`config.mk`:
```
export PLATFORM = sky130hd
export DESIGN_NAME = hazard_unit
export DESIGN_NICKNAME = d
export VERILOG_FILES = /design/src/rtl/core_pkg.sv /design/src/rtl/sat_counter.sv /design/src/rtl/hazard_unit.sv
export SDC_FILE = /design/constraint.sdc
export NUM_CORES = 1
export LEC_CHECK = 0
export CAP_MARGIN = 10
export CORE_AREA = 2 2 92 94
export DETAILED_ROUTE_END_ITERATION = 8
export DIE_AREA = 0 0 94 96
export GPL_TIMING_DRIVEN = 0
export HOLD_SLACK_MARGIN = 0.06
export MAX_ROUTING_LAYER = met4
export PLACE_DENSITY = 0.8
export SYNTH_ARGS = -nofsm -noshare
export SYNTH_HDL_FRONTEND = slang
export SYNTH_SLANG_ARGS = --single-unit
```
`constraint.sdc`:
```
create_clock -name clk -period 4.6 [get_ports clk]
set_input_delay 0.69 -clock clk [delete_from_list [all_inputs] [get_ports clk]]
set_output_delay 0.69 -clock clk [all_outputs]
set_load 0.005 [all_outputs]
```
`src/rtl/core_pkg.sv`:
```
// Definitions shared across the core: register-index width and the EX operand
// forwarding-mux select encoding, which the hazard unit and the mux must agree on.
package core_pkg;
    localparam int REG_ADDR_W = 5;

    localparam logic [1:0] FWD_RF  = 2'b00;
    localparam logic [1:0] FWD_WB  = 2'b01;
    localparam logic [1:0] FWD_MEM = 2'b10;
endpackage

```
`src/rtl/sat_counter.sv`:
```
// Event counter that sticks at all-ones instead of wrapping, so a long run
// never reports a misleadingly small count.
module sat_counter #(
    parameter int WIDTH = 32
) (
    input  logic             clk,
    input  logic             reset,
    input  logic             inc,
    output logic [WIDTH-1:0] count
);
    localparam logic [WIDTH-1:0] ONE = {{(WIDTH-1){1'b0}}, 1'b1};

    logic [WIDTH-1:0] count_q;
    logic [WIDTH-1:0] count_d;

    always_comb begin
        count_d = count_q;
        if (inc && (count_q != {WIDTH{1'b1}})) begin
            count_d = count_q + ONE;
        end
    end

    always_ff @(posedge clk or posedge reset) begin
        if (reset) begin
            count_q <= '0;
        end else begin
            count_q <= count_d;
        end
    end

    assign count = count_q;
endmodule

```
`src/rtl/hazard_unit.sv`:
```
// Hazard controller for the 5-stage RV32I pipeline: EX operand forwarding,
// load-use stall, branch flush, plus stall/flush event counters.
module hazard_unit #(
    parameter int REG_ADDR_W = core_pkg::REG_ADDR_W,
    parameter int CNT_WIDTH  = 32
) (
    input  logic                  clk,
    input  logic                  reset,
    input  logic [REG_ADDR_W-1:0] Rs1D,
    input  logic [REG_ADDR_W-1:0] Rs2D,
    input  logic [REG_ADDR_W-1:0] Rs1E,
    input  logic [REG_ADDR_W-1:0] Rs2E,
    input  logic [REG_ADDR_W-1:0] RdE,
    input  logic                  RegWriteE,
    input  logic                  LoadE,
    input  logic                  PCSrcE,
    output logic [1:0]            ForwardAE,
    output logic [1:0]            ForwardBE,
    output logic                  StallF,
    output logic                  StallD,
    output logic                  FlushD,
    output logic                  FlushE,
    output logic [CNT_WIDTH-1:0]  StallCount,
    output logic [CNT_WIDTH-1:0]  FlushCount
);
    import core_pkg::FWD_RF;
    import core_pkg::FWD_WB;
    import core_pkg::FWD_MEM;

    logic [REG_ADDR_W-1:0] rd_m_q, rd_m_d;
    logic [REG_ADDR_W-1:0] rd_w_q, rd_w_d;
    logic                  reg_write_m_q, reg_write_m_d;
    logic                  reg_write_w_q, reg_write_w_d;

    // EX/MEM and MEM/WB never stall, so the shadow copies simply shift every cycle.
    always_comb begin
        rd_m_d        = RdE;
        reg_write_m_d = RegWriteE;
        rd_w_d        = rd_m_q;
        reg_write_w_d = reg_write_m_q;
    end

    always_ff @(posedge clk or posedge reset) begin
        if (reset) begin
            rd_m_q        <= '0;
            rd_w_q        <= '0;
            reg_write_m_q <= 1'b0;
            reg_write_w_q <= 1'b0;
        end else begin
            rd_m_q        <= rd_m_d;
            rd_w_q        <= rd_w_d;
            reg_write_m_q <= reg_write_m_d;
            reg_write_w_q <= reg_write_w_d;
        end
    end

    logic [REG_ADDR_W-1:0] rs_e [2];
    logic [1:0]            fwd_sel [2];
    logic                  mem_hit [2];
    logic                  wb_hit  [2];

    assign rs_e[0] = Rs1E;
    assign rs_e[1] = Rs2E;

    // MEM is checked first because it holds the newer value; x0 is never forwarded.
    for (genvar gi = 0; gi < 2; gi++) begin : g_fwd
        assign mem_hit[gi] = reg_write_m_q && (rd_m_q != '0) && (rd_m_q == rs_e[gi]);
        assign wb_hit[gi]  = reg_write_w_q && (rd_w_q != '0) && (rd_w_q == rs_e[gi]);
        assign fwd_sel[gi] = mem_hit[gi] ? FWD_MEM : (wb_hit[gi] ? FWD_WB : FWD_RF);
    end

    logic lw_stall;

    // A taken branch squashes the dependent instruction, so it suppresses the stall.
    assign lw_stall = LoadE && (RdE != '0) && ((RdE == Rs1D) || (RdE == Rs2D)) && !PCSrcE;

    always_comb begin
        ForwardAE = FWD_RF;
        ForwardBE = FWD_RF;
        StallF    = 1'b0;
        StallD    = 1'b0;
        FlushD    = 1'b0;
        FlushE    = 1'b0;
        if (!reset) begin
            ForwardAE = fwd_sel[0];
            ForwardBE = fwd_sel[1];
            StallF    = lw_stall;
            StallD    = lw_stall;
            FlushD    = PCSrcE;
            FlushE    = lw_stall || PCSrcE;
        end
    end

    sat_counter #(.WIDTH(CNT_WIDTH)) u_stall_cnt (
        .clk   (clk),
        .reset (reset),
        .inc   (lw_stall),
        .count (StallCount)
    );

    sat_counter #(.WIDTH(CNT_WIDTH)) u_flush_cnt (
        .clk   (clk),
        .reset (reset),
        .inc   (PCSrcE),
        .count (FlushCount)
    );
endmodule
```
==> results of run 1 <==
power groups by stage:
stage               sequential, uW  clock (uW)  combinational (uW)
floorplan                      777           0                 105
global placement               784           0                 231
CTS                            773         636                 240
detailed placement             786           0                 238
global route                   781         675                 263
finish                         773         631                 236
logic make-up (layout without fill, tap and decap cells):
| logic type | count (synthesis) | in the layout | synth area share [%] |
|---|---|---|---|
| adders and majority gates | 2 | 2 | 0.645 |
| xor gates and xnor gates | 90 | 90 | 20.3 |
| buffers and inverters | 10 | 127 | 1.23 |
| and+or+nand+nor | 164 | 164 | 25.4 |
| muxes | 1 | 1 | 0.387 |
| DFF | 76 | 76 | 49.1 |
| AOI/OAI and AO/OA | 13 | 13 | 2.97 |
cell type report:
type | instances | area, sq um
Multi-Input combinational cell | 270 | 1930
Clock inverter | 4 | 95.1
Sequential cell | 76 | 1900
Inverter | 4 | 17.5
Tap cell | 105 | 131
Fill cell | 665 | 2770
Timing Repair Buffer | 101 | 1020
Clock buffer | 12 | 155
Buffer | 6 | 32.5
cells in the final DEF, fill, tap and decap left out, types with 2 or more instances in the layout:
master / Yosys / layout
sky130_fd_sc_hd__nand3_2: 2 / 2
sky130_fd_sc_hd__nand4_4: 2 / 2
sky130_fd_sc_hd__o21ai_0: 2 / 2
sky130_fd_sc_hd__or4_1: 5 / 5
sky130_fd_sc_hd__nor4b_1: 3 / 3
sky130_fd_sc_hd__nand3_1: 26 / 26
sky130_fd_sc_hd__xnor2_1: 61 / 61
sky130_fd_sc_hd__nor4_1: 6 / 6
sky130_fd_sc_hd__nand4_1: 23 / 23
sky130_fd_sc_hd__clkdlybuf4s50_1: 0 / 100
sky130_fd_sc_hd__nor3_1: 13 / 13
sky130_fd_sc_hd__nor3_2: 2 / 2
sky130_fd_sc_hd__or3_1: 2 / 2
sky130_fd_sc_hd__nand2_1: 31 / 31
sky130_fd_sc_hd__nor3b_1: 2 / 2
sky130_fd_sc_hd__nand4_2: 3 / 3
sky130_fd_sc_hd__inv_1: 4 / 3
sky130_fd_sc_hd__buf_2: 5 / 5
sky130_fd_sc_hd__and4_1: 7 / 7
sky130_fd_sc_hd__o211ai_1: 2 / 2
sky130_fd_sc_hd__and2_1: 5 / 5
sky130_fd_sc_hd__dfrtp_1: 76 / 76
sky130_fd_sc_hd__and3_1: 5 / 5
sky130_fd_sc_hd__xor2_1: 29 / 29
sky130_fd_sc_hd__nor2_1: 18 / 18
sky130_fd_sc_hd__clkbuf_8: 0 / 11
sky130_fd_sc_hd__ha_1: 2 / 2
sky130_fd_sc_hd__bufinv_16: 0 / 3
routing by layer:
layer / vias up / wire, um / global-route usage (%)
met5: - / 0 / -
met4: 0 / 178 / 8.57
met3: 13 / 378 / 3.84
met2: 83 / 4380 / 34.9
met1: 1550 / 4040 / 26.5
li1: 1491 / - / -
worst max-delay path: stages:
cell and delay (ps):
sky130_fd_sc_hd__clkdlybuf4s50_1 570, sky130_fd_sc_hd__inv_4 420, sky130_fd_sc_hd__buf_12 300, sky130_fd_sc_hd__o211ai_1 140, sky130_fd_sc_hd__or4_1 530, sky130_fd_sc_hd__nor4_1 200
sky130_fd_sc_hd__clkdlybuf4s50_1 560
worst max path at each step:
stage / to / slack, ps / cells past startpoint
after floorplan: ForwardAE[0] / 590 / 4
after global placement: ForwardAE[0] / -1200 / 6
after detailed placement: ForwardAE[0] / 420 / 7
after CTS: ForwardAE[0] / 420 / 7
after global routing: ForwardAE[0] / 260 / 7
final: ForwardAE[0] / 470 / 7
per-stage QoR:
stage | instance area, sq um | utilization, % | power [uW] | hold WS (ps) | TNS, ps
global route | 5280 | 65.6 | 1720 | 395 | 0
CTS | 5280 | 65.6 | 1650 | 379 | 0
global placement | 5010 | 62.2 | 1010 | 353 | -2800
detailed placement | 5030 | 62.5 | 1020 | 359 | 0
finish | 5280 | 65.6 | 1640 | 373 | 0
floorplan | 3880 | - | 882 | 348 | 0
flip-flops by register name (all words and copies together), names as in the netlist:
| name | cells |
|---|---|
| rd_w_q | 5 |
| reg_write_w_q | 1 |
| rd_m_q | 5 |
| u_flush_cnt.count | 32 |
| reg_write_m_q | 1 |
| u_stall_cnt.count | 32 |
==> qor.txt, run 1 <==
GRT
---------------------------------------------------------------------------------
Largest net degree at the start of global routing                              44
All-layer global routing usage                                              21.3%
Overflow left after global routing                                              0
Number of antenna violations at the first check in global routing               0
Wire length of the first global-routing pass                             14600 um
Via count of the first global-routing pass                                   3150

DETAILED ROUTING
---------------------------------------------------------------------------------
Via count of the routed design                                               3137
Drt via density                                                              5.43
Average detailed-routed wire length per instance                          15.5 um
DRT Wirelength                                                            8970 um
Number of DRC violations after detailed routing                                 0
Post-detailed-route count of antenna-violating nets                             0
Violation count after the first detailed-routing iteration                    118
DRT Pass-1 Iters                                                                4

FLOORPLAN
---------------------------------------------------------------------------------
Die X-Extent                                                                94 um
Initial core utilization                                                    48.1%
Core region area                                                     0.00805 sq mm
DIE AREA                                                             0.00902 sq mm
Top Ports                                                                     102
Cell row count                                                                 33
Die H                                                                       96 um

LOGIC SYNTHESIS
---------------------------------------------------------------------------------
Net count after synthesis                                                     388
Share of synthesized registers carrying an async set or reset                100%
Most used DFF post-synth                                             sky130_fd_sc_hd__dfrtp_1
Count of unique library cells instantiated by Yosys                            45
Warnings from Yosys                                                             0
Leading cell type by number of instances after synthesis             sky130_fd_sc_hd__dfrtp_1
Synthesized area per cell                                              10.9 sq um
Synth top area cells                                                 sky130_fd_sc_hd__dfrtp_1 (49%), sky130_fd_sc_hd__xnor2_1 (14%), sky130_fd_sc_hd__xor2_1 (6.6%)
Top post-synthesis cells by count                                    sky130_fd_sc_hd__dfrtp_1 (76), sky130_fd_sc_hd__xnor2_1 (61), sky130_fd_sc_hd__nand2_1 (31)
Post-Synthesis Cell Area                                             0.00388 sq mm
Synth top area share                                                        49.1%
Flip-flop and latch count after synthesis                                      76
Number of cells produced by synthesis                                         356
Cell type contributing the most total cell area after synthesis      sky130_fd_sc_hd__dfrtp_1
Number of enable flip-flop cells after synthesis                                0
Share of synthesized area occupied by flip-flops and latches                49.1%

TIMING
---------------------------------------------------------------------------------
Maximum clock frequency                                                   242 MHz
Max-slew violation count                                                        0
Finish-stage setup viols                                                        0
Count of endpoints failing hold in the final timing report                      0
Worst-case clock skew                                                     7.45 ps
Final worst slack                                                          474 ps
Worst rel slew slack                                                        31.7%
Worst Max-Slew Pin Slew                                                   1010 ps
Crit share post-route                                                       89.7%
Final worst path period need                                              4130 ps
RSZ-0062 raised after global routing                                           no

WORST SETUP PATH
---------------------------------------------------------------------------------
Endpoint of the most critical register-to-register path              u_stall_cnt.count[25]
Worst reg2reg path depth                                                        7
Worst path arrival time                                                   3440 ps
R2R Setup Slk                                                             2160 ps
Worst reg2reg startpoint                                             u_stall_cnt.count[0]
CP required                                                               3910 ps
Kind of launch point of the worst setup path                         primary input
CP endpoint kind                                                      output port
Crit Path Max Fanout                                                           43
Launch point of the critical path                                           reset
CP Class                                                                in -> out

CLOCK TREE
---------------------------------------------------------------------------------
Number of post-CTS setup repair buffers                                         0
Clock buffer count from CTS                                                     9
Post-cts repair resize count                                                    0
Clock transition at the registers of the reported paths                     70 ps
CTS H-Tree Depth                                                                3
CTS Hold Buffers Added                                                          0
Clk sinks                                                                      76
TritonCTS clock tree                                                         done
Clock latency of the later-clocked register in the worst-skew pair         350 ps
Deepest clock path buffer count                                                 2
Buffer cell driving the clock tree root                              sky130_fd_sc_hd__clkbuf_8

POWER AND IR DROP
---------------------------------------------------------------------------------
Switching fraction of total power                                           24.1%
Sequential Power Share                                                      47.1%
Sw Pwr                                                                     394 uW
Leakage power figure                                                   0.00220 uW
Power per Cell Area                                                   311 mW/mm^2
Combinational cell fraction of total power                                  14.4%
Worst vdd rail ir drop                                                 0.000180 V
Clock group share of total power                                            38.5%
Cell Int Power                                                            1250 uW

LAYOUT
---------------------------------------------------------------------------------
Antenna fix cells                                                               0
Non-Filler Instances                                                          578
Synth-to-layout area growth                                                 36.2%
Share of layout cells above drive strength 1                                8.25%
Count of nets after finishing                                                 500

PLACE
---------------------------------------------------------------------------------
Buffers added on ports                                                        100
Cell total after placement                                                    562
Final HPWL DP                                                             6630 um
Minimum setup slack after placement                                        421 ps
GPL Wtd Cong                                                                0.825

HOLD PATH
---------------------------------------------------------------------------------
Worst-case hold path end point                                       reg_write_w_q
Hold/Removal Path Class                                                reg -> reg
Hold Startpoint                                                      reg_write_m_q
Hold Path Depth                                                                 0

RUN STATUS
---------------------------------------------------------------------------------
Status                                                                  completed

FLOW RUN
---------------------------------------------------------------------------------
Number of maximum-capacitance violations                                        0

Power figures use the tool's default switching activity.
==> run 2: changes to the inputs <==
Settings changed: PLACE_DENSITY 0.8 to 0.81.
==> qor.txt, run 2 (same netlist as run 1, synthesis figures left out) <==
LAYOUT
-------------------------------------------------------------------------------------
Non-Filler Instances                                                              578   unchanged
Most frequent standard cell in the layout excluding fill and tap cells   sky130_fd_sc_hd__clkdlybuf4s50_1   unchanged
Count of nets after finishing                                                     500   unchanged
Antenna fix cells                                                                   0   unchanged
Share of layout cells above drive strength 1                                    8.25%   unchanged
Most used cells in the layout excluding fill and tap cells               sky130_fd_sc_hd__clkdlybuf4s50_1 (100), sky130_fd_sc_hd__dfrtp_1 (76), sky130_fd_sc_hd__xnor2_1 (61), sky130_fd_sc_hd__nand2_1 (31), sky130_fd_sc_hd__xor2_1 (29)   unchanged
Synth-to-layout area growth                                                     36.2%   unchanged

POWER AND IR DROP
-------------------------------------------------------------------------------------
Overall power consumption                                                     1640 uW   about the same
Worst vdd rail ir drop                                                     0.000195 V   was 0.000180 V
Power per Cell Area                                                       311 mW/mm^2   about the same
Leakage power figure                                                       0.00220 uW   unchanged

GRT
-------------------------------------------------------------------------------------
Overflow left after global routing                                                  0   unchanged
All-layer global routing usage                                                  21.8%   was 21.3%
Largest net degree at the start of global routing                                  46   was 44
Via count of the first global-routing pass                                       3088   was 3150
Wire length of the first global-routing pass                                 14800 um   was 14600 um
Number of antenna violations at the first check in global routing                   0   unchanged

TIMING
-------------------------------------------------------------------------------------
Finish-stage setup viols                                                            0   unchanged
Count of endpoints failing hold in the final timing report                          0   unchanged
Worst rel slew slack                                                            36.4%   was 31.7%
WHS                                                                            362 ps   was 373 ps
Final worst path period need                                                  4130 ps   about the same
Max-slew violation count                                                            0   unchanged
Final worst slack                                                              467 ps   was 474 ps
RSZ-0062 raised after global routing                                               no   unchanged
Final-layout setup total negative slack                                          0 ps   unchanged
Maximum clock frequency                                                       242 MHz   about the same
Worst-case clock skew                                                         6.65 ps   was 7.45 ps
Worst Max-Slew Pin Slew                                                        945 ps   was 1010 ps
Crit share post-route                                                           89.9%   was 89.7%

DETAILED ROUTING
-------------------------------------------------------------------------------------
Violation count after the first detailed-routing iteration                         99   was 118
DRT Pass-1 Iters                                                                    4   unchanged
Via count of the routed design                                                   3133   was 3137
Number of DRC violations after detailed routing                                     0   unchanged
Post-detailed-route count of antenna-violating nets                                 0   unchanged
DRT Wirelength                                                                9010 um   was 8970 um
Drt via density                                                                  5.42   was 5.43
Average detailed-routed wire length per instance                              15.6 um   was 15.5 um

CLOCK TREE
-------------------------------------------------------------------------------------
Buffer cell driving the clock tree root                                  sky130_fd_sc_hd__clkbuf_8   unchanged
Clock latency of the later-clocked register in the worst-skew pair             350 ps   about the same
Post-cts repair resize count                                                        0   unchanged
Number of post-CTS setup repair buffers                                             0   unchanged
Deepest clock path buffer count                                                     2   unchanged
Clk sinks                                                                          76   unchanged
CTS Hold Buffers Added                                                              0   unchanged
Clock buffer count from CTS                                                         9   unchanged
CTS H-Tree Depth                                                                    3   unchanged
TritonCTS clock tree                                                             done   unchanged
Clock transition at the registers of the reported paths                         70 ps   about the same

WORST SETUP PATH
-------------------------------------------------------------------------------------
Kind of launch point of the worst setup path                             primary input   unchanged
Worst path cell trace                                                    clkdlybuf4s50_1 > inv_4 > buf_12 > o211ai_1 > or4_1 > nor4_1 > clkdlybuf4s50_1   unchanged
Cell family with most CP delay                                           buffers and inverters   unchanged
CP endpoint kind                                                          output port   unchanged
Crit-path slowest cell                                                   sky130_fd_sc_hd__clkdlybuf4s50_1   unchanged
Cell occurring most often along the worst timing path                    sky130_fd_sc_hd__clkdlybuf4s50_1   unchanged
CP Class                                                                    in -> out   unchanged
Peak per-stage delay on the critical path                                      580 ps   was 570 ps
Number of buffer and inverter stages on the critical path                           4   unchanged
Worst path arrival time                                                       3440 ps   about the same
CP required                                                                   3910 ps   about the same
Crit Path Max Fanout                                                               45   was 43

FLOORPLAN
-------------------------------------------------------------------------------------
Cell row count                                                                     33   unchanged
Die X-Extent                                                                    94 um   unchanged
Initial core utilization                                                        48.1%   unchanged
Core region area                                                         0.00805 sq mm   unchanged
DIE AREA                                                                 0.00902 sq mm   unchanged
Top Ports                                                                         102   unchanged
Die H                                                                           96 um   unchanged

PLACE
-------------------------------------------------------------------------------------
GPL Wtd Cong                                                                    0.814   was 0.825
Minimum setup slack after placement                                            445 ps   was 421 ps
Cell total after placement                                                        562   unchanged
Final HPWL DP                                                                 6660 um   was 6630 um
Buffers added on ports                                                            100   unchanged

HOLD PATH
-------------------------------------------------------------------------------------
Hold/Removal Path Class                                                    reg -> reg   unchanged

FLOW RUN
-------------------------------------------------------------------------------------
Number of maximum-capacitance violations                                            0   unchanged

RUN STATUS
-------------------------------------------------------------------------------------
Status                                                                      completed   unchanged

==> run 2: layout make-up <==
cell class | instances | area (sq um)
repair buffers | 101 | 1020
inverters | 4 | 17.5
clock inverters | 4 | 95.1
plain buffers | 6 | 32.5
fillers | 653 | 2770
flip-flops and latches | 76 | 1900
well taps | 105 | 131
clock buffers | 12 | 155
multi-input cells | 270 | 1930
==> run 2: metal layers <==
layer  wire length [um]  vias to the layer above  part of all wire [%]  track usage, %
li1                   -                     1500                     -               -
met1               3890                     1521                    43            26.3
met2               4530                      100                    50            36.4
met3                449                       12                   5.0            5.09
met4                134                        0                   1.5            7.00
met5                  0                        -                     0               -
==> run 2: power breakdown <==
part | switching [uW] | internal [uW] | total, uW
combinational | 92.8 | 146 | 238
sequential | 63.0 | 711 | 774
clock | 239 | 389 | 629
total | 395 | 1250 | 1640
==> run 2: final timing paths <==
kind	start	cells after the start	slack, ps	end
worst max-delay path	reset	7	470	ForwardAE[0]
worst min-delay path	reg_write_m_q	0	360	reg_write_w_q
worst min register to register	reg_write_m_q	0	360	reg_write_w_q
min in group asynchronous	reset	2	880	u_stall_cnt.count[31]
worst max register to register	u_stall_cnt.count[0]	7	2240	u_stall_cnt.count[25]
max in group asynchronous	reset	3	3150	rd_m_q[3]
==> run 2: worst reg2reg max path, delay by kind of cell, from the launching register on <==
family        cells  cell delay (ps)
xor+xnor          1              140
simple gates      5             1440
flops             1              430
fa+ha+maj         1              230
==> run 2: metrics by stage <==
step / util, % / instance area, sq um
final: 65.6 / 5280
after detailed placement: 62.5 / 5030
after CTS: 65.6 / 5280
after global routing: 65.6 / 5280
after floorplan: - / 3880
after global placement: 62.2 / 5010
==> run 3: changes to the inputs <==
--- a/config.mk
+++ b/config.mk
@@ -14,4 +14,5 @@
 export MAX_ROUTING_LAYER = met4
 export PLACE_DENSITY = 0.81
+export SETUP_SLACK_MARGIN = 0.5
 export SYNTH_ARGS = -nofsm -noshare
 export SYNTH_HDL_FRONTEND = slang
==> constraint.sdc (replaced) <==
create_clock -name clk -period 4.6 [get_ports clk]
set_input_delay 0.69 -clock clk [delete_from_list [all_inputs] [get_ports clk]]
set_output_delay 0.69 -clock clk [all_outputs]
set_load 0.05 [all_outputs]
==> qor.txt, run 3 (same netlist as run 1, synthesis figures left out) <==
RUN STATUS
-------------------------------------------------------------------------------------
Status                                                                      completed   unchanged

WORST SETUP PATH
-------------------------------------------------------------------------------------
Endpoint of the most critical register-to-register path                  u_stall_cnt.count[25]   unchanged
CP Class                                                                    in -> out   unchanged
Kind of launch point of the worst setup path                             primary input   unchanged
Worst reg2reg path depth                                                            7   unchanged
Worst reg2reg startpoint                                                 u_stall_cnt.count[0]   unchanged
Worst path cell trace                                                    clkdlybuf4s50_1 > clkinvlp_4 > buf_12 > o211ai_1 > or4_1 > nor4_2 > dlygate4sd2_1   was clkdlybuf4s50_1 > inv_4 > buf_12 > o211ai_1 > or4_1 > nor4_1 > clkdlybuf4s50_1
R2R Setup Slk                                                                 2130 ps   was 2240 ps
Crit-path slowest cell                                                   sky130_fd_sc_hd__clkdlybuf4s50_1   unchanged
Worst path arrival time                                                       3190 ps   was 3440 ps
Crit Path Max Fanout                                                               44   was 45
CP required                                                                   3910 ps   about the same
Peak per-stage delay on the critical path                                      610 ps   was 580 ps
CP endpoint kind                                                          output port   unchanged

GRT
-------------------------------------------------------------------------------------
All-layer global routing usage                                                  22.0%   was 21.8%
Number of antenna violations at the first check in global routing                   0   unchanged
Via count of the first global-routing pass                                       3172   was 3088
Wire length of the first global-routing pass                                 15200 um   was 14800 um
Overflow left after global routing                                                  0   unchanged
Largest net degree at the start of global routing                                  45   was 46

LAYOUT
-------------------------------------------------------------------------------------
Synth-to-layout area growth                                                     36.7%   was 36.2%
Count of nets after finishing                                                     502   was 500
Antenna fix cells                                                                   0   unchanged
Most frequent standard cell in the layout excluding fill and tap cells   sky130_fd_sc_hd__clkdlybuf4s50_1   unchanged
Area occupied by multi-input gates                                       0.00194 sq mm   was 0.00193 sq mm
Share of layout cells above drive strength 1                                    9.05%   was 8.25%
Sequential cell area in the final layout                                 0.00190 sq mm   unchanged
Most used cells in the layout excluding fill and tap cells               sky130_fd_sc_hd__clkdlybuf4s50_1 (97), sky130_fd_sc_hd__dfrtp_1 (76), sky130_fd_sc_hd__xnor2_1 (61), sky130_fd_sc_hd__nand2_1 (31), sky130_fd_sc_hd__xor2_1 (29)   was sky130_fd_sc_hd__clkdlybuf4s50_1 (100), sky130_fd_sc_hd__dfrtp_1 (76), sky130_fd_sc_hd__xnor2_1 (61), sky130_fd_sc_hd__nand2_1 (31), sky130_fd_sc_hd__xor2_1 (29)
Layout filler cell count                                                          636   was 653
Non-Filler Instances                                                              580   was 578

DETAILED ROUTING
-------------------------------------------------------------------------------------
Number of DRC violations after detailed routing                                     0   unchanged
DRT Pass-1 Iters                                                                    4   unchanged
Violation count after the first detailed-routing iteration                         87   was 99
Drt via density                                                                  5.45   was 5.42
Via count of the routed design                                                   3161   was 3133
Uppermost routed layer                                                           met4   unchanged
Detail Route met2 WL                                                          4560 um   was 4530 um
DRT Wirelength                                                                9200 um   was 9010 um
Post-detailed-route count of antenna-violating nets                                 0   unchanged
WL met1                                                                       4080 um   was 3890 um
Average detailed-routed wire length per instance                              15.9 um   was 15.6 um
Met3 WL post-DR                                                                426 um   was 449 um

CLOCK TREE
-------------------------------------------------------------------------------------
Deepest clock path buffer count                                                     2   unchanged
Clock latency of the later-clocked register in the worst-skew pair             350 ps   about the same
CTS Hold Buffers Added                                                              0   unchanged
CTS H-Tree Depth                                                                    3   unchanged
Buffer cell driving the clock tree root                                  sky130_fd_sc_hd__clkbuf_8   unchanged
TritonCTS clock tree                                                             done   unchanged
Clock transition at the registers of the reported paths                         70 ps   about the same
Clk sinks                                                                          76   unchanged
Clock buffer count from CTS                                                         9   unchanged

TIMING
-------------------------------------------------------------------------------------
Finish-stage setup viols                                                            0   unchanged
Final worst path period need                                                  3880 ps   was 4130 ps
Final-layout setup total negative slack                                          0 ps   unchanged
Count of endpoints failing hold in the final timing report                          0   unchanged
Worst-case clock skew                                                         13.6 ps   was 6.65 ps
WHS                                                                            379 ps   was 362 ps
Final worst slack                                                              724 ps   was 467 ps
Crit share post-route                                                           84.3%   was 89.9%
Worst Max-Slew Pin Slew                                                       1010 ps   was 945 ps
RSZ-0062 raised after global routing                                               no   unchanged
Maximum clock frequency                                                       258 MHz   was 242 MHz
Worst rel slew slack                                                            31.9%   was 36.4%
Max-slew violation count                                                            0   unchanged

FLOORPLAN
-------------------------------------------------------------------------------------
Initial core utilization                                                        48.1%   unchanged
DIE AREA                                                                 0.00902 sq mm   unchanged
Cell row count                                                                     33   unchanged
Core region area                                                         0.00805 sq mm   unchanged
Die X-Extent                                                                    94 um   unchanged
Top Ports                                                                         102   unchanged
Die H                                                                           96 um   unchanged

PLACE
-------------------------------------------------------------------------------------
Minimum setup slack after placement                                          -51.0 ps   was 445 ps
GPL Wtd Cong                                                                    0.811   was 0.814
Final HPWL DP                                                                 6660 um   about the same
Cell total after placement                                                        562   unchanged
Buffers added on ports                                                            100   unchanged

HOLD PATH
-------------------------------------------------------------------------------------
Hold Startpoint                                                          reg_write_m_q   unchanged
Worst-case hold path end point                                           reg_write_w_q   unchanged
Hold/Removal Path Class                                                    reg -> reg   unchanged
Hold Path Depth                                                                     0   unchanged

FLOW RUN
-------------------------------------------------------------------------------------
Number of maximum-capacitance violations                                            0   unchanged

POWER AND IR DROP
-------------------------------------------------------------------------------------
Leakage power figure                                                       0.00221 uW   was 0.00220 uW
Power per Cell Area                                                       332 mW/mm^2   was 311 mW/mm^2
Worst vdd rail ir drop                                                     0.000253 V   was 0.000195 V

-- run 3: cell types whose count changed in the layout (fill, tap and decap cells not counted), moves of 2 or more --
cell	change
sky130_fd_sc_hd__clkdlybuf4s50_1	-3
sky130_fd_sc_hd__dlygate4sd2_1	+2
sky130_fd_sc_hd__nor4_1	-2
sky130_fd_sc_hd__clkbuf_8	-2
sky130_fd_sc_hd__clkinvlp_4	+4
sky130_fd_sc_hd__nor4_2	+2
-- run 3: final cells by class --
class	count	share of cell area [%]
multi-input combinational	270	36.6
sequential	76	35.9
timing repair buffer	102	19.4
tap	105	2.48
clock buffer	10	2.41
clock inverter	6	2.13
buffer	6	0.614
inverter	4	0.354
timing repair inverter	1	0.0945
-- run 3: routing by layer --
layer	GRT usage (%)	up-vias
met1	28.1	1543
met2	36.0	109
met5	-	-
met4	7.00	0
met3	3.92	16
li1	-	1493
-- run 3: how the worst max path moves through the flow --
stage,from,end,cells past startpoint
after floorplan,reset,ForwardAE[0],4
after global placement,reset,ForwardBE[0],6
after detailed placement,reset,ForwardBE[0],7
after CTS,RdE[2],StallF,8
after global routing,reset,ForwardBE[0],7
final,reset,ForwardBE[0],7
-- run 3: critical path, delay by kind of cell --
kind                   cells  cell delay (ps)
AO/OA/AOI/OAI              1              140
buffers and inverters      4             1610
AND/OR/NAND/NOR            2              720
-- run 3: what timing repair did --
action                     in CTS  in global routing
gates resized for setup         2                  1
buffers inserted                1                  0
setup endpoints to repair       3                  1
gates cloned                    1                  0
-- run 3: per-stage QoR --
| stage | util, % | total power [uW] | instance area, sq um |
|---|---|---|---|
| floorplan | - | 1020 | 3890 |
| global placement | 62.4 | 1150 | 5020 |
| detailed placement | 62.7 | 1160 | 5040 |
| CTS | 65.8 | 1770 | 5300 |
| global route | 65.8 | 1830 | 5300 |
| finish | 65.8 | 1760 | 5300 |
-- run 3: where the power goes --
group	leakage, uW	internal [uW]	total (uW)	switching, uW
sequential	0.00102	710	773	62.8
clock	0.000109	360	611	250
combinational	0.00109	147	376	230
